$ cat src/rtl/dlfloat_host_link.sv
// Host end of the DLFloat MAC pin protocol: sends an operand pair as two pin words
// and rebuilds the byte-serial result (low byte, then high byte) into one 16-bit word.
module dlfloat_host_link #(
    parameter int RES_LAT  = 4,
    parameter bit LO_PHASE = 1'b0
) (
    input  logic        clk,
    input  logic        rst_n,
    input  logic        op_valid,
    output logic        op_ready,
    input  logic [15:0] op_a,
    input  logic [15:0] op_b,
    output logic [15:0] pin_data,
    input  logic [7:0]  pin_res,
    output logic        res_valid,
    output logic [15:0] res_data,
    output logic        busy,
    output logic        phase
);
    localparam int CW = $clog2(RES_LAT + 1);

    typedef enum logic [2:0] {
        IDLE   = 3'd0,
        SEND_A = 3'd1,
        SEND_B = 3'd2,
        WAIT   = 3'd3,
        SYNC   = 3'd4,
        CAP_HI = 3'd5
    } state_t;

    state_t         state_reg, state_next;
    logic           phase_reg;
    logic [15:0]    a_reg, b_reg;
    logic [7:0]     lo_reg;
    logic [15:0]    res_data_reg;
    logic           res_valid_reg;
    logic [CW-1:0]  cnt_reg;
    logic           accept;

    assign accept = op_valid && op_ready;

    always_ff @(posedge clk or negedge rst_n) begin
        if (!rst_n) begin
            state_reg <= IDLE;
        end else begin
            state_reg <= state_next;
        end
    end

    always_comb begin
        state_next = state_reg;
        case (state_reg)
            IDLE:    if (accept) state_next = SEND_A;
            SEND_A:  state_next = SEND_B;
            SEND_B:  state_next = WAIT;
            WAIT:    if (cnt_reg == '0) state_next = SYNC;
            SYNC:    if (phase_reg == LO_PHASE) state_next = CAP_HI;
            CAP_HI:  state_next = IDLE;
            default: state_next = IDLE;
        endcase
    end

    // The A word may only be sent on phase 0, so accepts are gated to phase 1.
    always_comb begin
        op_ready = (state_reg == IDLE) && phase_reg;
        busy     = (state_reg != IDLE);
        case (state_reg)
            SEND_A:  pin_data = a_reg;
            SEND_B:  pin_data = b_reg;
            default: pin_data = 16'h0000;
        endcase
    end

    always_ff @(posedge clk or negedge rst_n) begin
        if (!rst_n) begin
            phase_reg     <= 1'b0;
            a_reg         <= 16'h0000;
            b_reg         <= 16'h0000;
            lo_reg        <= 8'h00;
            res_data_reg  <= 16'h0000;
            res_valid_reg <= 1'b0;
            cnt_reg       <= '0;
        end else begin
            phase_reg     <= ~phase_reg;
            res_valid_reg <= (state_reg == CAP_HI);
            if (accept) begin
                a_reg <= op_a;
                b_reg <= op_b;
            end
            case (state_reg)
                SEND_B: cnt_reg <= CW'(RES_LAT - 1);
                WAIT:   if (cnt_reg != '0) cnt_reg <= cnt_reg - CW'(1);
                SYNC:   if (phase_reg == LO_PHASE) lo_reg <= pin_res;
                CAP_HI: res_data_reg <= {pin_res, lo_reg};
                default: ;
            endcase
        end
    end

    assign res_valid = res_valid_reg;
    assign res_data  = res_data_reg;
    assign phase     = phase_reg;
endmodule

$ cat config.mk
export PLATFORM = sky130hd
export DESIGN_NAME = dlfloat_host_link
export DESIGN_NICKNAME = d
export VERILOG_FILES = /design/src/rtl/dlfloat_host_link.sv
export SDC_FILE = /design/constraint.sdc
export NUM_CORES = 1
export LEC_CHECK = 0
export ABC_AREA = 1
export ABC_CLOCK_PERIOD_IN_PS = 2110
export CELL_PAD_IN_SITES_DETAIL_PLACEMENT = 1
export CELL_PAD_IN_SITES_GLOBAL_PLACEMENT = 1
export CORE_ASPECT_RATIO = 1.4
export CORE_MARGIN = 4
export CORE_UTILIZATION = 37
export CTS_BUF_LIST = sky130_fd_sc_hd__clkbuf_8
export DETAILED_ROUTE_END_ITERATION = 8
export GPL_TIMING_DRIVEN = 0
export PLACE_DENSITY = 0.79
export SYNTH_ARGS = -nofsm -noshare
export SYNTH_HDL_FRONTEND = slang
export SYNTH_SLANG_ARGS = --single-unit
$ cat constraint.sdc
create_clock -name clk -period 2.11 [get_ports clk]
set_clock_uncertainty 0.2 [all_clocks]
set_input_delay 0.422 -clock clk [delete_from_list [all_inputs] [get_ports clk]]
set_output_delay 0.422 -clock clk [all_outputs]
set_load 0.01 [all_outputs]
==> impl_metrics.tcl, run 1 <==
set metrics [dict create \
    worstHoldStart "lo_reg[3]" \
    tightest_slew_ns 0.824 \
    wl_per_cell_um 15.8 \
    io_pins 79 \
    root_buffer "clkbuf_8" \
    nets 444 \
    synth_cell_types 20 \
    yosysSeqAreaShare 0.574 \
    p_sw_mw 2.29 \
    maxCapViolations 0 \
    grt_busiest_layer "met2" \
    drtIter0Drc 60 \
    antenna_cells 0 \
    hold_path_class "reg -> reg" \
    cts_buffer_depth 2 \
    finalSetupViolCount 1 \
    final-hold-violation-count 0 \
    multiInputGateArea_um2 992 \
    relSlewSlack 0.451 \
    tritoncts.num_buffers 9 \
    rsz0062_at_grt "true" \
    fp.dieW_um 81.4 \
    use_met2 0.329 \
    timing.hold.ws_ns 0.275 \
    synthCells 296 \
    swShare 0.363 \
    use_met1 0.213 \
    synth_nets 341 \
    cp-start-kind "flop" \
    gr-usage-met3 0.0472 \
    vias 2409 \
    final-seq-area_um2 1610 \
    h-tree-depth 3 \
    cp-startpoint "state_reg[1]" \
    drive_above_1_share 0.262 \
    report.power.total_mw 6.31 \
    grt_max_degree 65 \
    period_minus_slack_ns 2.11 \
    p_comb_frac 0.460 \
    area_growth_pct 47.3 \
    place_area_um2 3690 \
    vdd_drop_max_mv 0.649 \
    hpwl_um 5090 \
    fmax_mhz 474 \
    outcome "finished with violations" \
    r2r_start "state_reg[1]" \
    syn_area_per_cell_um2 9.43 \
    cellInternalPower_mw 4.02 \
    first_global_vias 2630 \
    p_leak_nw 1.98 \
    vias_per_cell 4.81 \
    yosys_warnings 0 \
    cp_data_arrival_time_ns 1.49 \
    period_share 1.00 \
    slew_violations 0 \
    io_buffers 78 \
    dieArea_um2 9010 \
    die_h_um 111 \
    track_usage 0.188 \
    clk_pin_slew_ns 0.08 \
    dr.pass1.iters 4 \
    critPathMaxFanout 4 \
    ant_nets 0 \
    synth_area_um2 2790 \
    post-route-drc-count 0 \
    violations "setup timing" \
    n_fill_cell 845 \
    cp.required_ns 1.49 \
    fp-row-count 37 \
    worst_slack_ns -0.00153 \
    finalInstanceArea_um2 4110 \
    overflow 0 \
    final_common_cell "nand2_1" \
    cellPowerDensity_nw_per_um2 1540 \
    grt_pass1_wl_um 13000 \
    grt_antenna_before_repair 0 \
    cts_tree "done" \
    final_core_util 0.558 \
    core_um2 7360 \
    cts.sinks 64 \
    drt-total-wl_um 7910 \
    clk_latency_ns 0.34 \
    place_congestion 0.762 \
    mostFrequentLayoutCells "nand2_1, dfrtp_1, clkdlybuf4s50_1, inv_1, o21ai_2" \
    critPathKind "reg -> out" \
    ys_ff_latch 64 \
    p_clk_frac 0.211 \
    setup.worst_path.end_class "primary output" \
    power_frac_seq 0.329 \
    start_util 0.379 \
]
[per-layer routing]
| layer | up-vias | share of wire |
|---|---|---|
| li1 | 1137 | - |
| met1 | 1169 | 0.39 |
| met2 | 81 | 0.54 |
| met3 | 22 | 0.056 |
| met4 | 0 | 0.023 |
| met5 | - | 0 |
[stage by stage]
| stage | TNS (ns) | worst slack [ns] | instances |
|---|---|---|---|
| floorplan | 0 | 0.238 | 296 |
| global placement | -117.92 | -1.74 | 471 |
| detailed placement | -7.34 | -0.625 | 471 |
| CTS | 0 | 0.00168 | 498 |
| global route | -0.563 | -0.0516 | 501 |
| finish | -0.00153 | -0.00153 | 501 |
[cell families after synthesis]
kind of cell               share of synthesized area
AOI/OAI and AO/OA                              0.173
adders and majority gates                    0.00897
buffers and inverters                          0.104
DFF                                            0.574
and+or+nand+nor                                0.140
[worst paths after layout]
path                            slack (ns)            to  cells past startpoint
worst min register to register        0.28   res_data[3]                      2
min in group asynchronous             0.52    cnt_reg[0]                      2
max in group asynchronous             0.60  state_reg[0]                      2
worst max register to register        0.13      a_reg[2]                      7
worst min-delay path                  0.28   res_data[3]                      2
worst max-delay path                -0.002          busy                      4
[cells in the mapped netlist, drive strengths merged]
cell type / n / area [µm²]
a21oi: 2 / 10.0
buf: 7 / 72.6
clkbuf: 5 / 18.8
clkinv: 1 / 3.75
dfrtp: 64 / 1600
ha: 2 / 25.0
inv: 52 / 195
nand2: 81 / 312
nand3: 8 / 40.0
nor2: 4 / 22.5
nor3: 1 / 16.3
o211ai: 1 / 7.51
o21ai: 52 / 365
o22ai: 16 / 100
[power groups by stage]
stage	clock network, mW	logic (mW)	registers [mW]
floorplan	0	1.41	2.11
global placement	0	2.52	2.06
detailed placement	0	2.60	2.09
CTS	1.34	2.74	2.09
global route	1.41	3.20	2.13
finish	1.33	2.91	2.07
[layout make-up]
| type | instances | area share |
|---|---|---|
| buffer | 11 | 0.0314 |
| clock buffer | 11 | 0.0368 |
| multi-input combinational | 167 | 0.241 |
| sequential | 64 | 0.391 |
| inverter | 53 | 0.0490 |
| clock inverter | 5 | 0.0250 |
| tap | 97 | 0.0295 |
| timing repair buffer | 93 | 0.196 |
[critical path, cell delays in order (launching register included)]
cell	delay, ns
dfrtp_2	0.46
buf_4	0.17
nor2_4	0.13
nand2_4	0.09
dlygate4sd2_1	0.29
[timing repair]
item	4_1_cts	5_1_grt
hold endpoints to repair	22	0
setup endpoints to repair	18	17
buffers inserted	11	3
resized for setup	82	15
hold buffers	1	0
pin swaps	2	0
No activity file was read; power rests on OpenSTA's default activity.
==> run 2: changes to the inputs <==
--- a/config.mk
+++ b/config.mk
@@ -5,13 +5,12 @@
 export SDC_FILE = /design/constraint.sdc
 export NUM_CORES = 1
 export LEC_CHECK = 0
-export ABC_AREA = 1
 export ABC_CLOCK_PERIOD_IN_PS = 2110
 export CELL_PAD_IN_SITES_DETAIL_PLACEMENT = 1
 export CELL_PAD_IN_SITES_GLOBAL_PLACEMENT = 1
 export CORE_ASPECT_RATIO = 1.4
 export CORE_MARGIN = 4
-export CORE_UTILIZATION = 37
+export CORE_UTILIZATION = 40
 export CTS_BUF_LIST = sky130_fd_sc_hd__clkbuf_8
 export DETAILED_ROUTE_END_ITERATION = 8
 export GPL_TIMING_DRIVEN = 0
==> impl_metrics.tcl, run 2 <==
set metrics [dict create \
    die_h_um 108 \
    overflow 0 \
    synth_ff_type "dfrtp_1" \
    io_pins 79 \
    synth.area.top_cells "dfrtp_1, mux2_4, mux2_2" \
    cts_tree "done" \
    cp.required_ns 1.49 \
    cts.sinks 64 \
    tritoncts.num_buffers 9 \
    outcome "finished with violations" \
    critPathTopFamily "buffers and inverters" \
    power_frac_seq 0.377 \
    synth_cell_types 29 \
    core_um2 6940 \
    grt_max_degree 65 \
    dieArea_um2 8550 \
    synth_top_cells_by_count "dfrtp_1, mux2_4, mux2_2, nor2_1, a22oi_1" \
    slew_violations 0 \
    fmax_mhz 448 \
    p_comb_frac 0.383 \
    yosysMostFrequentCell "dfrtp_1" \
    period_minus_slack_ns 2.23 \
    post-route-drc-count 0 \
    yosysTopAreaCellShare 0.562 \
    cellPowerDensity_nw_per_um2 1270 \
    cts_buffer_depth 2 \
    start_util 0.411 \
    worst_slack_ns -0.124 \
    ys_async_sr_fraction 1.00 \
    final_core_util 0.603 \
    hold_path_class "reg -> reg" \
    h-tree-depth 3 \
    tightest_slew_ns 0.805 \
    root_buffer "clkbuf_8" \
    hpwl_um 4920 \
    crit_chain "buf_6 -> nor2b_4 -> buf_12 -> clkbuf_16 -> a22oi_2 -> nor2_2 -> buf_2" \
    yosys.area.top_type "dfrtp_1" \
    place_congestion 0.775 \
    track_usage 0.185 \
    report.power.total_mw 5.31 \
    p_sw_mw 1.61 \
    p_clk_frac 0.240 \
    wl_per_cell_um 18.9 \
    p_leak_nw 1.94 \
    grt_pass1_wl_um 11700 \
    cellInternalPower_mw 3.69 \
    place_area_um2 3740 \
    multiInputGateArea_um2 1230 \
    drt-total-wl_um 7530 \
    yosys_warnings 0 \
    cp_num_buf_inv 4 \
    clk_pin_slew_ns 0.07 \
    synth_area_um2 2850 \
    critPathMaxFanout 7 \
    antenna_cells 0 \
    drive_above_1_share 0.455 \
    synth_nets 241 \
    setup_tns_ns -1.12 \
    vias_per_cell 4.96 \
    syn_area_per_cell_um2 14.5 \
    setup.worst_path.end_class "primary output" \
    cp-start-kind "flop" \
    drtIter0Drc 46 \
    cp_data_arrival_time_ns 1.61 \
    area_growth_pct 46.8 \
    yosysSeqAreaShare 0.562 \
    fp-row-count 36 \
    finalSetupViolCount 15 \
    finalInstanceArea_um2 4180 \
    ant_nets 0 \
    crit_slowest_cell "dfrtp_1" \
    maxCapViolations 0 \
    nets 343 \
    critPathKind "reg -> out" \
    period_share 1.06 \
    synth-edff-count 0 \
    vdd_drop_max_mv 0.560 \
    violations "setup timing" \
    ys_ff_latch 64 \
    crit_path_max_incr_delay_ns 0.39 \
    relSlewSlack 0.464 \
    final-seq-area_um2 1600 \
    io_buffers 78 \
    n_fill_cell 716 \
    rsz0062_at_grt "true" \
    swShare 0.304 \
    final-hold-violation-count 0 \
    vias 1976 \
    dr.pass1.iters 3 \
    final_common_cell "dfrtp_1" \
    mostFrequentLayoutCells "dfrtp_1, clkdlybuf4s50_1, mux2_4, mux2_2, buf_2" \
    fp.dieW_um 79.3 \
    grt_antenna_before_repair 0 \
    synthCells 196 \
    first_global_vias 2262 \
    clk_latency_ns 0.33 \
]
## run 2: cell types whose count changed after synthesis, moves of 15 or more
| cell | delta |
|---|---|
| o21ai_2 | -28 |
| a22oi_1 | +16 |
| inv_1 | -46 |
| nor2_1 | +15 |
| o22ai_1 | -15 |
| mux2_4 | +30 |
| mux2_2 | +26 |
| nand2_1 | -78 |
| o21ai_0 | -22 |
## run 2: path summary, 6_finish.rpt
kind / startpoint / to / slack (ns) / cells past startpoint
min in group asynchronous: rst_n / a_reg[11] / 0.50 / 2
setup reg to reg: state_reg[1] / lo_reg[2] / 0.02 / 5
max in group asynchronous: rst_n / state_reg[0] / 0.62 / 2
hold reg to reg: cnt_reg[0] / cnt_reg[0] / 0.28 / 1
hold / removal: cnt_reg[0] / cnt_reg[0] / 0.28 / 1
setup / recovery: state_reg[1] / pin_data[11] / -0.12 / 7
## run 2: layout make-up
type                       count  share of cell area
clock inverter                 7              0.0266
tap                           95              0.0284
timing repair buffer          93               0.201
multi-input combinational    115               0.294
sequential                    64               0.383
clock buffer                   9              0.0296
buffer                        10              0.0320
inverter                       5             0.00449
## run 2: layer usage
metal,global-route usage,part of all wire,wire (µm)
met4,0.102,0.025,187
met3,0.0461,0.047,354
met2,0.316,0.53,3990
met1,0.207,0.40,3000
met5,0,0,0
## run 2: power by group through the flow
stage / sequential (mW) / combinational (mW) / clock [mW]
final: 2.00 / 2.03 / 1.27
after CTS: 1.99 / 1.95 / 1.29
after global routing: 2.05 / 2.19 / 1.36
after global placement: 1.93 / 1.78 / 0
after detailed placement: 1.98 / 1.83 / 0
after floorplan: 1.93 / 1.07 / 0
## run 2: worst register-to-register path: cells and delay by family, from the launching register on
| family | cells | cell delay [ns] |
|---|---|---|
| DFF | 1 | 0.39 |
| muxes | 1 | 0.41 |
| buffers and inverters | 3 | 0.39 |
| and+or+nand+nor | 1 | 0.59 |
## run 2: what timing repair did
action	in CTS	in global routing
endpoints found under the setup margin	18	25
hold buffers	1	0
gates resized for setup	103	15
cloned	2	0
hold endpoints to repair	5	0
pin swaps	6	11
setup buffers	2	11
## run 2: cells by family after synthesis
group	synth area share
DFF	0.562
AOI/OAI and AO/OA	0.0672
buffers and inverters	0.0387
muxes	0.261
adders and majority gates	0.00879
and+or+nand+nor	0.0620
## run 2: per-stage QoR
stage / setup WS, ns / cells / hold WS, ns
final: -0.124 / 398 / 0.285
after global routing: -0.200 / 398 / 0.318
after CTS: -0.167 / 389 / 0.287
after detailed placement: -0.767 / 369 / 0.275
after global placement: -1.68 / 369 / 0.270
after floorplan: 0.142 / 196 / -0.0736
==> run 3: changes to the inputs <==
--- a/config.mk
+++ b/config.mk
@@ -5,7 +5,7 @@
 export SDC_FILE = /design/constraint.sdc
 export NUM_CORES = 1
 export LEC_CHECK = 0
-export ABC_CLOCK_PERIOD_IN_PS = 2110
+export ABC_CLOCK_PERIOD_IN_PS = 2400
 export CELL_PAD_IN_SITES_DETAIL_PLACEMENT = 1
 export CELL_PAD_IN_SITES_GLOBAL_PLACEMENT = 1
 export CORE_ASPECT_RATIO = 1.4
@@ -13,6 +13,7 @@
 export CORE_UTILIZATION = 40
 export CTS_BUF_LIST = sky130_fd_sc_hd__clkbuf_8
 export DETAILED_ROUTE_END_ITERATION = 8
+export GPL_ROUTABILITY_DRIVEN = 0
 export GPL_TIMING_DRIVEN = 0
 export PLACE_DENSITY = 0.79
 export SYNTH_ARGS = -nofsm -noshare
==> constraint.sdc (replaced) <==
create_clock -name clk -period 2.4 [get_ports clk]
set_clock_uncertainty 0.2 [all_clocks]
set_input_delay 0.48 -clock clk [delete_from_list [all_inputs] [get_ports clk]]
set_output_delay 0.48 -clock clk [all_outputs]
set_load 0.01 [all_outputs]
==> impl_metrics.tcl, run 3 (synthesis gave the netlist of run 2 again) <==
set metrics [dict create \
    fmax_mhz 424 \
    finalSetupViolCount 0 \
    hold_buffers 0 \
    critPathKind "reg -> out" \
    critPathMaxFanout 8 \
    drtIter0Drc 45 \
    area_growth_pct 41.8 \
    track_usage 0.175 \
    slew_violations 0 \
    p_leak_nw 1.90 \
    rsz0062_at_grt "true" \
    drt-total-wl_um 7200 \
    cp.required_ns 1.72 \
    grt_antenna_before_repair 0 \
    rr_worst_depth 5 \
    io_pins 79 \
    final_common_cell "dfrtp_1" \
    mostFrequentLayoutCells "dfrtp_1, clkdlybuf4s50_1, mux2_4, mux2_2, nor2_1" \
    report.power.total_mw 4.51 \
    cp_data_arrival_time_ns 1.68 \
    crit_path_max_incr_delay_ns 0.40 \
    maxCapViolations 0 \
    period_share 0.982 \
    tightest_slew_ns 0.809 \
    antenna_cells 0 \
    die_h_um 108 \
    violations "hold timing" \
    fp-row-count 36 \
    core_um2 6940 \
    path_depth 7 \
    nets 332 \
    setup.worst_path.end_class "primary output" \
    overflow 0 \
    relSlewSlack 0.460 \
    cts_buffer_depth 2 \
    vias 1932 \
    tritoncts.num_buffers 9 \
    io_buffers 78 \
    crit_chain "buf_6 -> nor2b_4 -> buf_12 -> clkbuf_16 -> a22oi_2 -> nor2_1 -> buf_2" \
    crit_slowest_cell "dfrtp_1" \
    clk_latency_ns 0.33 \
    dr.pass1.iters 4 \
    clk_pin_slew_ns 0.08 \
    drive_above_1_share 0.380 \
    hold_path_class "in -> async" \
    cts.sinks 64 \
    cp-startpoint "state_reg[1]" \
    wl_per_cell_um 18.6 \
    ant_nets 0 \
    outcome "finished with violations" \
    vdd_drop_max_mv 0.479 \
    dieArea_um2 8550 \
    hpwl_um 4920 \
    cellPowerDensity_nw_per_um2 1120 \
    fp.dieW_um 79.3 \
    final-hold-violation-count 1 \
    r2r_start "state_reg[1]" \
    vias_per_cell 4.99 \
    h-tree-depth 3 \
    final_core_util 0.582 \
    timing.hold.ws_ns -0.000192 \
    start_util 0.411 \
    cp-start-kind "flop" \
    n_fill_cell 721 \
    critPathTopFamily "buffers and inverters" \
    first_global_vias 2197 \
    grt_pass1_wl_um 11200 \
    grt_max_degree 65 \
    post-route-drc-count 0 \
    root_buffer "clkbuf_8" \
    cp_num_buf_inv 4 \
    period_minus_slack_ns 2.36 \
    cts_tree "done" \
]
[run 3: changes by cell type in the layout (fill, tap and decap cells not counted), sizes merged]
cell         previous run  this run
buf                    39        22
dlygate4sd2             0         7
dlygate4sd3             1         0
[run 3: routing by layer]
metal  vias up  global-route usage  wire length [µm]
met2        54               0.300              3790
met5         -                   0                 0
li1        886                   -                 -
met4         0              0.0946               177
met1       978               0.198              2860
met3        14              0.0444               366
[run 3: final cells by class]
| type | count | area, µm² | area share |
|---|---|---|---|
| Tap cell | 95 | 119 | 0.0294 |
| Clock buffer | 9 | 124 | 0.0307 |
| Clock inverter | 7 | 111 | 0.0276 |
| Timing Repair Buffer | 82 | 761 | 0.188 |
| Multi-Input combinational cell | 115 | 1190 | 0.294 |
| Inverter | 5 | 18.8 | 0.00465 |
| Sequential cell | 64 | 1600 | 0.397 |
| Buffer | 10 | 115 | 0.0285 |
[run 3: through the flow]
| step | setup WS, ns | cells | setup TNS, ns | area, µm² |
|---|---|---|---|---|
| CTS | -0.0117 | 384 | -0.0251 | 3980 |
| detailed placement | -0.535 | 369 | -4.83 | 3740 |
| global placement | -1.44 | 369 | -96.33 | 3750 |
| finish | 0.0434 | 387 | 0 | 4040 |
| global route | -0.0377 | 387 | -0.0579 | 4040 |
| floorplan | 0.374 | 196 | 0 | 2850 |
[run 3: power by group]
group / total, mW / leakage [nW] / switching, mW / internal [mW]
clock network: 1.11 / 0.120 / 0.432 / 0.683
registers: 1.74 / 0.799 / 0.256 / 1.48
logic: 1.65 / 0.977 / 0.658 / 0.996
[run 3: path summary, 6_finish.rpt]
kind                                 to  slack (ns)
max                         pin_data[8]        0.04
min                           a_reg[11]     -0.0002
max reg2reg                res_data[12]        0.36
min reg2reg                  cnt_reg[0]        0.29
max in group asynchronous  state_reg[0]        1.38
min in group clk             cnt_reg[0]        0.29
[run 3: worst reg2reg max path: cells and delay by family, from the launching register on]
| family | cells | cell delay (ns) |
|---|---|---|
| multiplexers | 1 | 0.30 |
| flip-flops | 1 | 0.40 |
| buffers and inverters | 3 | 0.62 |
| AND/OR/NAND/NOR | 1 | 0.41 |
[run 3: repair_timing]
item                       4_1_cts  5_1_grt
resized for setup               67        9
gates cloned                     0        1
setup endpoints to repair       18       17
pin swaps                        0        2
buffers inserted                 0        3
